## config.mk

```make
export PLATFORM = sky130hd
export DESIGN_NAME = i2f
export DESIGN_NICKNAME = d
export VERILOG_FILES = /design/src/rtl/i2f.sv
export SDC_FILE = /design/constraint.sdc
export NUM_CORES = 1
export LEC_CHECK = 0
export CORE_ASPECT_RATIO = 0.9
export CORE_MARGIN = 1
export CORE_UTILIZATION = 50
export DETAILED_ROUTE_END_ITERATION = 10
export GPL_ROUTABILITY_DRIVEN = 0
export PLACE_DENSITY = 0.81
export SYNTH_ARGS = -nofsm -noshare
export SYNTH_HDL_FRONTEND = slang
export SYNTH_SLANG_ARGS = --single-unit
```

## constraint.sdc

```tcl
create_clock -name clk -period 8 [get_ports clk]
set_input_delay 0.8 -clock clk [delete_from_list [all_inputs] [get_ports clk]]
set_output_delay 0.8 -clock clk [all_outputs]
set_load 0.03 [all_outputs]
```

## src/rtl/i2f.sv

```systemverilog
// rtl/i2f.sv - signed 32-bit integer to IEEE-754 single conversion, truncating, 1-cycle latency
module i2f (
    input  logic        clk,
    input  logic        rst,
    input  logic [31:0] d,
    input  logic        in_valid,
    output logic [31:0] a,
    output logic        p_lost,
    output logic        out_valid
);

    logic        sign;
    logic [31:0] m;
    logic [31:0] s16;
    logic [31:0] s8;
    logic [31:0] s4;
    logic [31:0] s2;
    logic [31:0] f0;
    logic [4:0]  sa;
    logic [7:0]  exp_field;
    logic [31:0] result;
    logic        lost;

    // Leading-zero count and normalization as a 16/8/4/2/1 binary shifter
    always_comb begin
        sign = d[31];
        m    = sign ? (~d + 32'd1) : d;
        sa   = 5'd0;

        s16 = m;
        if (m[31:16] == 16'd0) begin
            s16   = m << 16;
            sa[4] = 1'b1;
        end
        s8 = s16;
        if (s16[31:24] == 8'd0) begin
            s8    = s16 << 8;
            sa[3] = 1'b1;
        end
        s4 = s8;
        if (s8[31:28] == 4'd0) begin
            s4    = s8 << 4;
            sa[2] = 1'b1;
        end
        s2 = s4;
        if (s4[31:30] == 2'd0) begin
            s2    = s4 << 2;
            sa[1] = 1'b1;
        end
        f0 = s2;
        if (s2[31] == 1'b0) begin
            f0    = s2 << 1;
            sa[0] = 1'b1;
        end

        exp_field = 8'd158 - {3'b000, sa};

        // Zero has no leading one; force +0 rather than a tiny normal
        if (m == 32'd0) begin
            result = 32'd0;
            lost   = 1'b0;
        end else begin
            result = {sign, exp_field, f0[30:8]};
            lost   = |f0[7:0];
        end
    end

    always_ff @(posedge clk) begin
        if (rst) begin
            a         <= 32'd0;
            p_lost    <= 1'b0;
            out_valid <= 1'b0;
        end else begin
            out_valid <= in_valid;
            if (in_valid) begin
                a      <= result;
                p_lost <= lost;
            end
        end
    end

endmodule

```

==> flow_summary.ini <==
[clocking]
clkLatencyLatePin_ps = 290
numCtsBuffers = 5
path_clk_slew_ps = 70
htreeDepth = 2
cts_tree = done
cts_resized = 0
cts_hold_buf = 0
clockRootBuffer = clkbuf_8
post_cts_buffers = 0
cts_sinks = 34
clk_path_buf_depth = 2

[timing]
worst_slew_pin_slew_ps = 1180
relSlewSlack = 0.196
period_share = 0.783
finalSetupTns_ps = 0
fmax_ghz = 0.160
rsz0062_at_grt = no
setup_violations = 0
skew_ps = 0
maxSlewViolCount = 0
hold_slack_ps = 448
worst_slack_ps = 1730
final_hold_viol_count = 0
period_needed_ps = 6270

[worst_setup_path]
cp.arrival_ps = 6440
rrSetupSlack_ps = 7330
setup.worst_path.start_class = primary input
reg2reg_from = a[31]
r2r_cells = 2
path_cells = clkdlybuf4s50_1, inv_1, ha_1, or3b_2, nor4_4, nand3_2, or4b_4, a31oi_2, nand3_1, o22ai_1, a311o_1, buf_4, mux2i_1, mux2i_1, a22o_1
slowest_delay_ps = 880
critPathSlowestCell = a311o_1
cp_num_buf_inv = 3
r2r_end = a[31]
worst_setup_path_end_kind = flop
cp.required_ps = 8170
path_max_fanout = 21
path_delay_family = simple AND/OR/NAND/NOR gates
critical_path_class = primary input to flop
critPathMostFrequentCell = mux2i_1

[min_path]
whs_endpoint = a[19]
worstHoldPathCells = 2
hp-class = flop to flop
hold_start = a[19]

[drt]
ant_nets = 0
vias_per_cell = 6.83
dr_wl_met3_um = 1640
route.met2.wl_um = 5910
drt_wl_total_um = 13400
drt_iter0_drc = 720
wl_per_cell_um = 18.9
highest_layer = met4
drtPass1Iterations = 6
vias = 4847
drc = 0
wl_met1_um = 5350

[finish]
multiInputGateArea_um2 = 3370
layout-drive-gt1-share = 0.0958
fillers = 735
layout.core_utilization = 0.613
seq_area_um2 = 681
layout_commonest_cell = clkdlybuf4s50_1
layout.nets = 630
final_cell_mix = clkdlybuf4s50_1 (67), mux2i_1 (54), nand2_1 (42), nor2_1 (39), dfxtp_1 (34)
antennaDiodeCount = 0
area_growth_pct = 16.9

[job]
drv_cap = 0

[logic_synthesis]
syn_area_um2 = 4320
avgSynthCellArea_um2 = 7.76
synth_seq_area_share = 0.158
synth_cell_types = 88
synth_cells = 556
synth_edf_count = 0
yosys_warnings = 0
syn-num-nets = 592
synth-async-reset-ratio = 0
synth_ff_type = dfxtp_1
synth-seq-cells = 34

[power]
ir_drop_v = 0.0000775
cellPowerDensity_nw_per_um2 = 130
power_w = 0.000655
p_leak_nw = 1.84

[grt]
grt_usage = 0.297
grt-ovfl-total = 0
grt_max_degree = 60
grt_pass1_wl_um = 21600
grt_pass1_vias = 4347
antenna_found_initial = 0

[placed_design]
pre_cts_ws_ps = 1670
port_buffers = 68
hpwlAfterDp_um = 10300

[die]
core_um2 = 8220
initial_core_util = 0.525
fp.dieH_um = 90.1
dieArea_um2 = 9010
num_rows = 31
ios = 69
dieWidth_um = 99.9

[status]
status = finished, final reports clean
[worst max path at each step]
stage               from  slack, ps     end  cells after the start
CTS                 d[0]       1920   a[11]                     15
global placement    d[0]       1770   a[22]                     14
global route        d[0]       1450   a[11]                     15
finish              d[0]       1730   a[10]                     15
detailed placement  d[0]       1670   a[11]                     15
floorplan           d[0]       3340  p_lost                     19
[state kept, by name (all words and copies together), names as in the netlist]
| signal | flops |
|---|---|
| out_valid | 1 |
| p_lost | 1 |
| a | 32 |
[cells by family after synthesis]
logic type / Yosys count / synth area share
AND/OR/NAND/NOR: 209 / 0.272
XOR/XNOR: 35 / 0.0745
AO/OA/AOI/OAI: 161 / 0.284
flip-flops: 34 / 0.158
multiplexers: 62 / 0.146
buffers and inverters: 54 / 0.0623
adder cells (fa/ha/maj): 1 / 0.00290
[area by class of cell]
class                           instances  area share
Clock buffer                            7      0.0171
Clock inverter                          1    0.000992
Inverter                               11     0.00819
Multi-Input combinational cell        468       0.667
Sequential cell                        34       0.135
Tap cell                              115      0.0285
Timing Repair Buffer                   74       0.143
[synth_stat cells, types with 4 or more instances]
| cell type | number | area share |
|---|---|---|
| mux2i_1 | 54 | 0.13 |
| nand2_1 | 42 | 0.037 |
| nor2_1 | 39 | 0.034 |
| dfxtp_1 | 34 | 0.16 |
| a21oi_1 | 27 | 0.031 |
| o21ai_0 | 27 | 0.031 |
| nor3_1 | 26 | 0.030 |
| clkbuf_1 | 25 | 0.022 |
| xnor2_1 | 22 | 0.045 |
| nand3_1 | 17 | 0.020 |
| nor4_1 | 13 | 0.019 |
| a22o_1 | 11 | 0.022 |
| inv_1 | 11 | 0.0096 |
| o21ai_1 | 11 | 0.013 |
| or4_1 | 11 | 0.019 |
| xor2_1 | 11 | 0.022 |
| nand4_1 | 9 | 0.013 |
| o31ai_1 | 9 | 0.016 |
| o22ai_1 | 8 | 0.012 |
| nand2b_1 | 7 | 0.010 |
| and3_1 | 6 | 0.0087 |
| buf_6 | 6 | 0.016 |
| mux2_2 | 6 | 0.016 |
| or2_2 | 6 | 0.0087 |
| a22oi_1 | 5 | 0.0087 |
| and2_1 | 5 | 0.0072 |
| nor4_2 | 5 | 0.014 |
| a211oi_1 | 4 | 0.0070 |
| buf_2 | 4 | 0.0046 |
| buf_4 | 4 | 0.0070 |
| o211ai_1 | 4 | 0.0070 |
| o221ai_1 | 4 | 0.0081 |
| o41ai_1 | 4 | 0.0081 |
[worst register-to-register path, cell delays in order, from the launching register on]
cell     delay [ps]
dfxtp_1         320
a22oi_1         180
nor2_1           60
[through the flow]
step	area, um2	std cells
final	5040	710
after detailed placement	4950	702
after floorplan	4320	556
after global routing	5040	710
after CTS	5040	710
after global placement	4950	702
[report_power, final]
group,switching [W],internal (W),total (W)
Sequential,0.00000837,0.000186,0.000195
Combinational,0.000200,0.000131,0.000331
Clock,0.0000599,0.0000693,0.000129
[layer usage]
layer / global-route usage / up-vias
li1: - / 2210
met1: 0.384 / 2193
met2: 0.478 / 362
met3: 0.0747 / 82
met4: 0.100 / 0
met5: 0 / -
(Power assumes the default switching activity.)
